--- config.mk ---
export PLATFORM = sky130hd
export DESIGN_NAME = mux_rr_arbiter
export DESIGN_NICKNAME = d
export VERILOG_FILES = /design/src/rtl/mux_arb_pkg.sv /design/src/rtl/multiplexer.sv /design/src/rtl/rr_pick4.sv /design/src/rtl/mux_rr_arbiter.sv
export SDC_FILE = /design/constraint.sdc
export NUM_CORES = 1
export LEC_CHECK = 0
export ABC_CLOCK_PERIOD_IN_PS = 3400
export CORE_MARGIN = 1.5
export CORE_UTILIZATION = 40
export CTS_CLUSTER_SIZE = 16
export DETAILED_ROUTE_END_ITERATION = 6
export GPL_ROUTABILITY_DRIVEN = 1
export HOLD_SLACK_MARGIN = 0.08
export PLACE_DENSITY = 0.72
export SLEW_MARGIN = 20
export SYNTH_ARGS = -nofsm -noshare
export SYNTH_HDL_FRONTEND = slang
export SYNTH_SLANG_ARGS = --single-unit
--- constraint.sdc ---
create_clock -name clk -period 3.4 [get_ports clk]
set_input_delay 0.68 -clock clk [delete_from_list [all_inputs] [get_ports clk]]
set_output_delay 0.68 -clock clk [all_outputs]
set_load 0.005 [all_outputs]
--- src/rtl/mux_arb_pkg.sv ---
// Shared constants and types for the round-robin nibble arbiter.
// Optional grant-extend feature is enabled by defining MUX_ARB_LOCK_EN.
package mux_arb_pkg;

    localparam int NUM_REQ         = 4;
    localparam int NIB_W           = 4;
    localparam int SEL_W           = 2;
    localparam int HOLD_CYCLES_DEF = 4;

    typedef enum logic {
        ST_IDLE  = 1'b0,
        ST_GRANT = 1'b1
    } state_e;

    function automatic logic [NUM_REQ-1:0] onehot(input logic [SEL_W-1:0] idx);
        return NUM_REQ'(1) << idx;
    endfunction

endpackage

--- src/rtl/multiplexer.sv ---
// 4:1 nibble multiplexer with enable; output is zero when disabled.
module multiplexer
    import mux_arb_pkg::*;
(
    input  logic                     en,
    input  logic [SEL_W-1:0]         sel,
    input  logic [NUM_REQ*NIB_W-1:0] d,
    output logic [NIB_W-1:0]         y
);

    always_comb begin
        y = en ? d[{sel, 2'b00} +: NIB_W] : '0;
    end

endmodule

--- src/rtl/rr_pick4.sv ---
// Combinational round-robin picker: first asserted request at or after ptr, wrapping.
module rr_pick4
    import mux_arb_pkg::*;
(
    input  logic [NUM_REQ-1:0] req,
    input  logic [SEL_W-1:0]   ptr,
    output logic [SEL_W-1:0]   idx,
    output logic               any
);

    logic [SEL_W-1:0] cand;

    // NOTE: every output of a combinational block gets a default first, so no path leaves it unassigned (no latch).
    always_comb begin
        idx  = '0;
        any  = 1'b0;
        cand = '0;
        // Walk from the farthest candidate back to ptr so the nearest hit is written last.
        for (int k = NUM_REQ - 1; k >= 0; k--) begin
            cand = ptr + SEL_W'(k);
            if (req[cand]) begin
                idx = cand;
                any = 1'b1;
            end
        end
    end

endmodule

--- src/rtl/mux_rr_arbiter.sv ---
// Round-robin arbiter sharing one registered nibble channel among four requesters.
// Define MUX_ARB_LOCK_EN to add the lock port that extends a grant past HOLD_CYCLES.
module mux_rr_arbiter
    import mux_arb_pkg::*;
#(
    parameter int HOLD_CYCLES = HOLD_CYCLES_DEF,
    parameter int CNT_W       = 4
) (
    input  logic                     clk,
    input  logic                     reset,
    input  logic [NUM_REQ-1:0]       req,
    input  logic [NUM_REQ*NIB_W-1:0] data,
`ifdef MUX_ARB_LOCK_EN
    input  logic [NUM_REQ-1:0]       lock,
`endif
    output logic [NUM_REQ-1:0]       gnt,
    output logic [SEL_W-1:0]         sel,
    output logic                     busy,
    output logic [NIB_W-1:0]         Y,
    output logic                     valid
);

    state_e           state_q, state_d;
    logic [SEL_W-1:0] sel_q, sel_d;
    logic [SEL_W-1:0] ptr_q, ptr_d;
    logic [CNT_W-1:0] cnt_q, cnt_d;
    logic [NIB_W-1:0] y_q, y_d;
    logic             valid_q, valid_d;

    logic [SEL_W-1:0] pick_idx;
    logic             pick_any;
    logic [NIB_W-1:0] mux_y;
    logic             hold_at_zero;

    rr_pick4 u_pick (
        .req (req),
        .ptr (ptr_q),
        .idx (pick_idx),
        .any (pick_any)
    );

    multiplexer u_mux (
        .en  (busy),
        .sel (sel_q),
        .d   (data),
        .y   (mux_y)
    );

`ifdef MUX_ARB_LOCK_EN
    assign hold_at_zero = lock[sel_q];
`else
    assign hold_at_zero = 1'b0;
`endif

    always_comb begin
        state_d = state_q;
        sel_d   = sel_q;
        ptr_d   = ptr_q;
        cnt_d   = cnt_q;
        y_d     = y_q;
        valid_d = valid_q;
        case (state_q)
            ST_IDLE: begin
                valid_d = 1'b0;
                if (pick_any) begin
                    state_d = ST_GRANT;
                    sel_d   = pick_idx;
                    cnt_d   = CNT_W'(HOLD_CYCLES - 1);
                    ptr_d   = pick_idx + SEL_W'(1);
                end
            end
            ST_GRANT: begin
                y_d     = mux_y;
                valid_d = 1'b1;
                // Dropping the owner's request always releases, even when locked.
                if (!req[sel_q]) begin
                    state_d = ST_IDLE;
                end else if (cnt_q != '0) begin
                    cnt_d = cnt_q - CNT_W'(1);
                end else if (!hold_at_zero) begin
                    state_d = ST_IDLE;
                end
            end
            default: state_d = ST_IDLE;
        endcase
    end

    // NOTE: state registers use non-blocking assignments so all flops update together at the edge.
    always_ff @(posedge clk) begin
        if (reset) begin
            state_q <= ST_IDLE;
            sel_q   <= '0;
            ptr_q   <= '0;
            cnt_q   <= '0;
            y_q     <= '0;
            valid_q <= 1'b0;
        end else begin
            state_q <= state_d;
            sel_q   <= sel_d;
            ptr_q   <= ptr_d;
            cnt_q   <= cnt_d;
            y_q     <= y_d;
            valid_q <= valid_d;
        end
    end

    assign busy  = (state_q == ST_GRANT);
    assign gnt   = busy ? onehot(sel_q) : '0;
    assign sel   = sel_q;
    assign Y     = y_q;
    assign valid = valid_q;

endmodule
# After elaboration in Yosys (flattened, before gate mapping)
# Index checks and enable logic that the tools add are counted.
# classes
n_addsub	5
magnitude_cmp	5
eq_ne	3
shifts	2
n_mux	28
bitwise_logic	1
n_reduce_logical	3
# op_table
cell	count
4-bit 2-to-1 mux	4
16-bit by 5-bit indexed part select with 4-bit output	1
2-bit by 3-bit less-than comparator with 1-bit output, second input constant	5
1-bit 2-to-1 mux	12
1-bit binary-select mux with 2-bit select	5
2-bit 2-to-1 mux	4
4-bit case mux with 2 select lines	1
2-bit by 1-bit adder with 2-bit output, second input constant	2
2-bit adder, second input constant	2
2-bit by 1-bit != test with 1-bit output, second input constant	2
1-bit case mux with 2 select lines	2
4-bit nonzero test	1
1-bit by 2-bit << shifter with 4-bit output, first input constant	1
4-bit by 1-bit subtractor with 4-bit output, second input constant	1
3-bit AND reduction	1
2-bit != test, second input constant	1
2-bit AND reduction	1
1-bit inverter	1
# word_totals
regBits	14
in_bits	22
output_inout_bits	12
wordCells	53

# Depth between registers and ports, before layout
# Gate-level depths: netlist (run 1).
# depth
depth_word	9
mapped_depth	7
depth_no_buf	7

# By module
# From an unflattened synthesis (run 1), not the netlist that was laid out.
# hier_totals
hier_cells	101
area_unflattened_um2	897.1
# modules_own_cells
module	n_inst	cells_each	area_per_inst_um2	seq_area_each_um2
mux_rr_arbiter	1	73	693.2	280.3
multiplexer	1	15	126.4	0.0
rr_pick4	1	13	77.6	0.0

# Worst setup path after synthesis (run 1)
# Ideal clock, no wire load.
# synth_timing
path_kind	input to register
from	input req[3]
to	register cnt_q[2]
setup_ns	0.131
arrival_ns	1.569
t_required_ns	3.269
slack_ns	1.700
path_stages	5
path_buffers	0
path_cell_list	mux4_2 o311ai_4 nor2_1 xnor2_1 nor3_1
# synth_between
elab_chain_len	8
elab_cells_between_ends	17
cone_classes	2 x eq/ne; 14 x mux; 1 x reduce/logical
# synth_lines
element	line_no	source
start, declared	mux_rr_arbiter.sv:11	input logic [NUM_REQ-1:0] req,
1-bit binary-select mux with 2-bit select	rr_pick4.sv:21	if (req[cand]) begin
1-bit 2-to-1 mux (not written as such)	rr_pick4.sv:21	
1-bit 2-to-1 mux (4 in series)	rr_pick4.sv:21	
2-bit != test (no line)	-	
3-bit AND reduction (no line) *	-	
end signal, assigned	mux_rr_arbiter.sv:101	cnt_q <= cnt_d;
end, declared	mux_rr_arbiter.sv:26	logic [CNT_W-1:0] cnt_q, cnt_d;
# Every way passes the cells marked *; elsewhere a longest branch is shown, timed or not. The select of a mux whose other input is x is not followed.
# A chain may end at the register's enable or synchronous reset.

# Worst setup path after layout (run 1)
# layout_timing
from	register state_q, in the netlist busy
to	output gnt[0]
# layout_between
elab_chain_len	1
# layout_lines
element	line_no	source
start, declared	mux_rr_arbiter.sv:23	state_e state_q, state_d;
start signal, assigned	mux_rr_arbiter.sv:98	state_q <= state_d;
4-bit 2-to-1 mux	mux_rr_arbiter.sv:108	assign gnt = busy ? onehot(sel_q) : '0;
end, declared	mux_rr_arbiter.sv:16	output logic [NUM_REQ-1:0] gnt,
# Every way passes these cells.

==> impl_metrics.toml, run 1 <==
[grt]
grt_pass1_vias = 714
grt_antenna_before_repair = 0
grt_max_degree = 15
grt_pass1_wl_um = 3160
overflow = 0
grtUsageTotal_pct = 17.1

[synth]
syn_avg_cell_area_um2 = 9.92
syn_area_um2 = 833
synth_edf_count = 0
synth-xor-area-share_pct = 3.15
synth_adder_area_share_pct = 3.00
synth_top_family_by_area = "multiplexers"
async_reset_ff_share_pct = 0
muxShareOfSynthArea_pct = 21.5
synth_nets = 108
yosysWarningCount = 0
yosysSeqAreaShare_pct = 33.6
synth_compound_area_share_pct = 14.4
synth_cells = 84
ys_types = 29
synth-seq-cells = 14
synthSimpleGateAreaFrac_pct = 17.3
ys.flop_type = "dfxtp_1"

[worst_setup_path]
critPathKind = "reg -> out"
path_buf_inv = 1
cpLargestDelayFamily = "flip-flops"
critical_path_depth = 2
required_ps = 2720
arrival_ps = 1730
cpMaxStageDelayCell = "dfxtp_1"
cp_max_fo = 12
cp-end-kind = "primary output"
crit_path_start_kind = "flop"
max_stage_delay_ps = 670
r2r_cells = 5
path_cells = "nor3b_1, clkdlybuf4s50_1"

[drt]
post-route-drc-count = 0
vias = 737
viasPerCell = 5.12
wl_per_cell_um = 12.7
ant_nets = 0
drt_wl_total_um = 1830
dr.pass1.iters = 4
drt-initial-drc-count = 3

[power]
p_leak_nw = 0.468
p_per_area_mw_per_mm2 = 380
switching_share_pct = 27.6
seqPwrFrac_pct = 44.9
switching_power_uw = 127
pwr-share-comb_pct = 29.8
clock_power_share_pct = 25.3
internal_power_uw = 332
ir_worst_vdd_mv = 0.358

[cts]
numClockSinks = 14
cts_tree = "yes"
cts_resized = 0
cts_hold_buf = 0
clock_latency_ps = 270
postCtsSetupBuffers = 0
clockRootBuffer = "clkbuf_4"
numCtsBuffers = 3
cts.path.max_buffers = 2
h-tree-depth = 1
clk_pin_slew_worst_paths_ps = 80

[worst_hold_path]
hold_depth = 2
hp-class = "reg -> reg"

[floorplanning]
core_mm2 = 0.00196
start_util_pct = 42.5
fp.dieW_um = 48.6
rows = 16
die_area_mm2 = 0.00237
die_h_um = 48.6
io_pins = 34

[layout]
drive_above_1_share_pct = 11.1
area_growth_pct = 45.0
final_nets = 142
most-common-layout-cells = "clkdlybuf4s50_1, dfxtp_1, nor2_1, inv_1, a21oi_1"
final_cell_area_mm2 = 0.00121
antennaDiodeCount = 0
layout_commonest_cell = "clkdlybuf4s50_1"

[timing]
fin_hold_ws_ps = 499
min_period_ps = 2410
fin_skew_ps = 0.546
finalSetupViolCount = 0
finalCritPeriodShare_pct = 70.9
fmax_mhz = 415
rsz0062_at_grt = "false"
slew_violations = 0
worst_pin_slew_ps = 543
finalHoldViolCount = 0
setup_tns_ps = 0
maxSlewHeadroom_pct = 63.7

[place]
dpl.hpwl_um = 1430
place.gp.congestion = 0.779
port_buffers = 33
placed_area_mm2 = 0.00117

[outcome]
status = "completed"

[run]
maxCapViolations = 0
## registers in the layout (all words and copies together), names as in the netlist
| name | flops |
|---|---|
| busy | 1 |
| valid | 1 |
| Y | 4 |
| sel | 2 |
| ptr_q | 2 |
| cnt_q | 4 |
## cells in the mapped netlist (2+ instances only)
cell type / instances / area share (%)
a211oi_1: 3 / 2.7
a21oi_1: 7 / 4.2
and3_2: 2 / 1.8
buf_2: 2 / 1.2
dfxtp_1: 14 / 34
ha_1: 2 / 3.0
inv_1: 9 / 4.1
mux2i_1: 4 / 4.8
mux4_1: 4 / 13
nand2_1: 3 / 1.4
nand2b_1: 2 / 1.5
nor2_1: 13 / 5.9
o21ai_0: 2 / 1.2
xnor2_1: 2 / 2.1
## worst reg2reg max path, delay by kind of cell, from the launching register on
family / cells / cell delay [ps]
simple gates: 2 / 240
flops: 1 / 560
compound gates: 1 / 150
mux: 1 / 580
xor+xnor: 1 / 140
## final timing paths
kind,from,to,slack (ps)
setup reg to reg,sel[1]$_SDFFE_PP0P_,cnt_q[2]$_SDFFE_PP0P_,1650
hold reg to reg,Y[1]$_SDFFE_PP0P_,Y[1]$_SDFFE_PP0P_,500
setup / recovery,busy$_SDFF_PP0_,gnt[0],990
hold / removal,Y[1]$_SDFFE_PP0P_,Y[1]$_SDFFE_PP0P_,500
## per-layer routing
layer / vias to the layer above / track usage [%] / routed length (um)
met5: - / 0 / 0
met4: 0 / 3.33 / 15
met3: 2 / 6.48 / 101
met2: 19 / 28.8 / 915
met1: 350 / 21.0 / 797
li1: 366 / - / -
## through the flow
stage	utilization (%)	setup slack [ps]	std cells	power (mW)
finish	61.6	989	144	0.459
detailed placement	59.8	1090	140	0.347
CTS	61.6	972	144	0.466
global route	61.6	846	144	0.490
floorplan	-	1700	84	0.286
global placement	59.8	1120	140	0.345
## final cells by class
| type | instances | area, um2 |
|---|---|---|
| Sequential cell | 14 | 280 |
| Fill cell | 183 | 753 |
| Inverter | 9 | 33.8 |
| Multi-Input combinational cell | 57 | 494 |
| Tap cell | 27 | 33.8 |
| Timing Repair Buffer | 33 | 330 |
| Clock buffer | 4 | 36.3 |
## power by group through the flow
| stage | registers (mW) | clock network (mW) | logic (mW) |
|---|---|---|---|
| 4_1_cts | 0.207 | 0.121 | 0.139 |
| 3_5_place_dp | 0.210 | 0 | 0.137 |
| 6_report | 0.206 | 0.116 | 0.137 |
| 3_3_place_gp | 0.210 | 0 | 0.135 |
| 5_1_grt | 0.210 | 0.128 | 0.151 |
| 2_1_floorplan | 0.197 | 0 | 0.0885 |
## cell families after synthesis
group | count (synthesis)
adder cells (fa/ha/maj) | 2
flip-flops | 14
XOR/XNOR | 3
multiplexers | 10
AND/OR/NAND/NOR | 26
buffers and inverters | 13
AO/OA/AOI/OAI | 16
Power figures use the tool's default switching activity.
==> run 2: changes to the inputs <==
ABC_CLOCK_PERIOD_IN_PS = 2220   (was 3400)
clock period = 2.22 ns   (was 3.4 ns; I/O delays follow)
==> impl_metrics.toml, run 2 (synthesized netlist as in run 1, its figures left out) <==
[outcome]
status = "completed"

[drt]
post-route-drc-count = 0
vias = 752
dr.pass1.iters = 6
ant_nets = 0
drt_wl_total_um = 1920
viasPerCell = 5.15
wl_per_cell_um = 13.1
drt-initial-drc-count = 18

[timing]
min_period_ps = 2080
finalHoldViolCount = 0
rsz0062_at_grt = "false"
setup_tns_ps = 0
fin_hold_ws_ps = 501
worst_pin_slew_ps = 542
maxSlewHeadroom_pct = 63.8
finalSetupViolCount = 0
slew_violations = 0
finalCritPeriodShare_pct = 93.7
fin_skew_ps = 3.88
fmax_mhz = 481

[floorplanning]
fp.dieW_um = 48.6
start_util_pct = 42.5
die_area_mm2 = 0.00237
die_h_um = 48.6
io_pins = 34
rows = 16
core_mm2 = 0.00196

[cts]
clk_pin_slew_worst_paths_ps = 90
h-tree-depth = 1
cts_hold_buf = 0
clock_latency_ps = 280
numClockSinks = 14
cts.path.max_buffers = 2
numCtsBuffers = 3
clockRootBuffer = "clkbuf_4"
postCtsSetupBuffers = 0
cts_resized = 0
cts_tree = "yes"

[power]
p_per_area_mw_per_mm2 = 586
p_leak_nw = 0.478
ir_worst_vdd_mv = 0.382

[layout]
drive_above_1_share_pct = 12.6
area_growth_pct = 46.8
layout_commonest_cell = "clkdlybuf4s50_1"
final_nets = 144
nFillCells = 208
antennaDiodeCount = 0
most-common-layout-cells = "clkdlybuf4s50_1, dfxtp_1, nor2_1, inv_1, a21oi_1"

[worst_setup_path]
cpMaxStageDelayCell = "dfxtp_1"
path_cells = "inv_1, and3_2, clkdlybuf4s50_1"
cp_max_fo = 10
cpLargestDelayFamily = "flip-flops"
cp-end-kind = "primary output"
path_buf_inv = 2
crit_path_start_kind = "flop"
max_stage_delay_ps = 600
arrival_ps = 1640
required_ps = 1780
critPathKind = "reg -> out"

[run]
maxCapViolations = 0

[worst_hold_path]
hp-class = "reg -> reg"

[grt]
grt_antenna_before_repair = 0
grt_max_degree = 15
overflow = 0
grt_pass1_vias = 748
grtUsageTotal_pct = 17.9
grt_pass1_wl_um = 3270

[place]
dpl.hpwl_um = 1520
place.gp.congestion = 0.791
port_buffers = 33
-- run 2: cell count changes in the layout (fill, tap and decap cells not counted) --
cell,previous run,this run
buf_4,0,2
-- run 2: routing by layer --
| layer | up-vias | share of wire [%] | wire length (um) | track usage (%) |
|---|---|---|---|---|
| met3 | 2 | 5.1 | 97 | 6.17 |
| met2 | 20 | 51 | 986 | 31.7 |
| met5 | - | 0 | 0 | 0 |
| met1 | 359 | 43 | 821 | 20.5 |
| met4 | 0 | 0.63 | 12 | 4.76 |
| li1 | 371 | - | - | - |
-- run 2: path summary, 6_finish.rpt --
check / from / to / slack (ps) / cells past startpoint
min: Y[0]$_SDFFE_PP0P_ / Y[0]$_SDFFE_PP0P_ / 500 / 2
max: sel[0]$_SDFFE_PP0P_ / gnt[2] / 140 / 3
max reg2reg: sel[1]$_SDFFE_PP0P_ / cnt_q[2]$_SDFFE_PP0P_ / 430 / 5
min reg2reg: Y[0]$_SDFFE_PP0P_ / Y[0]$_SDFFE_PP0P_ / 500 / 2
-- run 2: per-stage QoR --
stage          total power [mW]  instances  utilization [%]  worst slack (ps)  instance area [um2]
5_1_grt                   0.758        146             62.4              46.9                 1220
3_5_place_dp              0.539        142             60.5               163                 1190
2_1_floorplan             0.438         84                -               689                  833
6_report                  0.717        146             62.4               140                 1220
4_1_cts                   0.725        146             62.4               130                 1220
3_3_place_gp              0.534        142             60.5               168                 1190
-- run 2: power by group --
| part | switching [mW] | total [mW] | internal, mW |
|---|---|---|---|
| Clock | 0.0840 | 0.184 | 0.0998 |
| Sequential | 0.0352 | 0.313 | 0.277 |
| Combinational | 0.0838 | 0.221 | 0.137 |
-- run 2: worst reg2reg max path, stage by stage, from the launching register on --
cell and delay, ps:
dfxtp_1 600, mux4_2 590, o311ai_4 150, nor2_1 100, xnor2_1 140, nor3_1 140
-- run 2: area by class of cell --
type	instances	area, um2	share of cell area, %
multi-input combinational	57	494	40.4
clock buffer	4	36.3	2.97
tap	27	33.8	2.76
sequential	14	280	22.9
timing repair buffer	35	345	28.2
inverter	9	33.8	2.76
==> run 3: changes to the inputs <==
CAP_MARGIN = 20   (was not set)
==> results of run 3 <==
Final layout, timing and power as in run 2 (identical DEF).
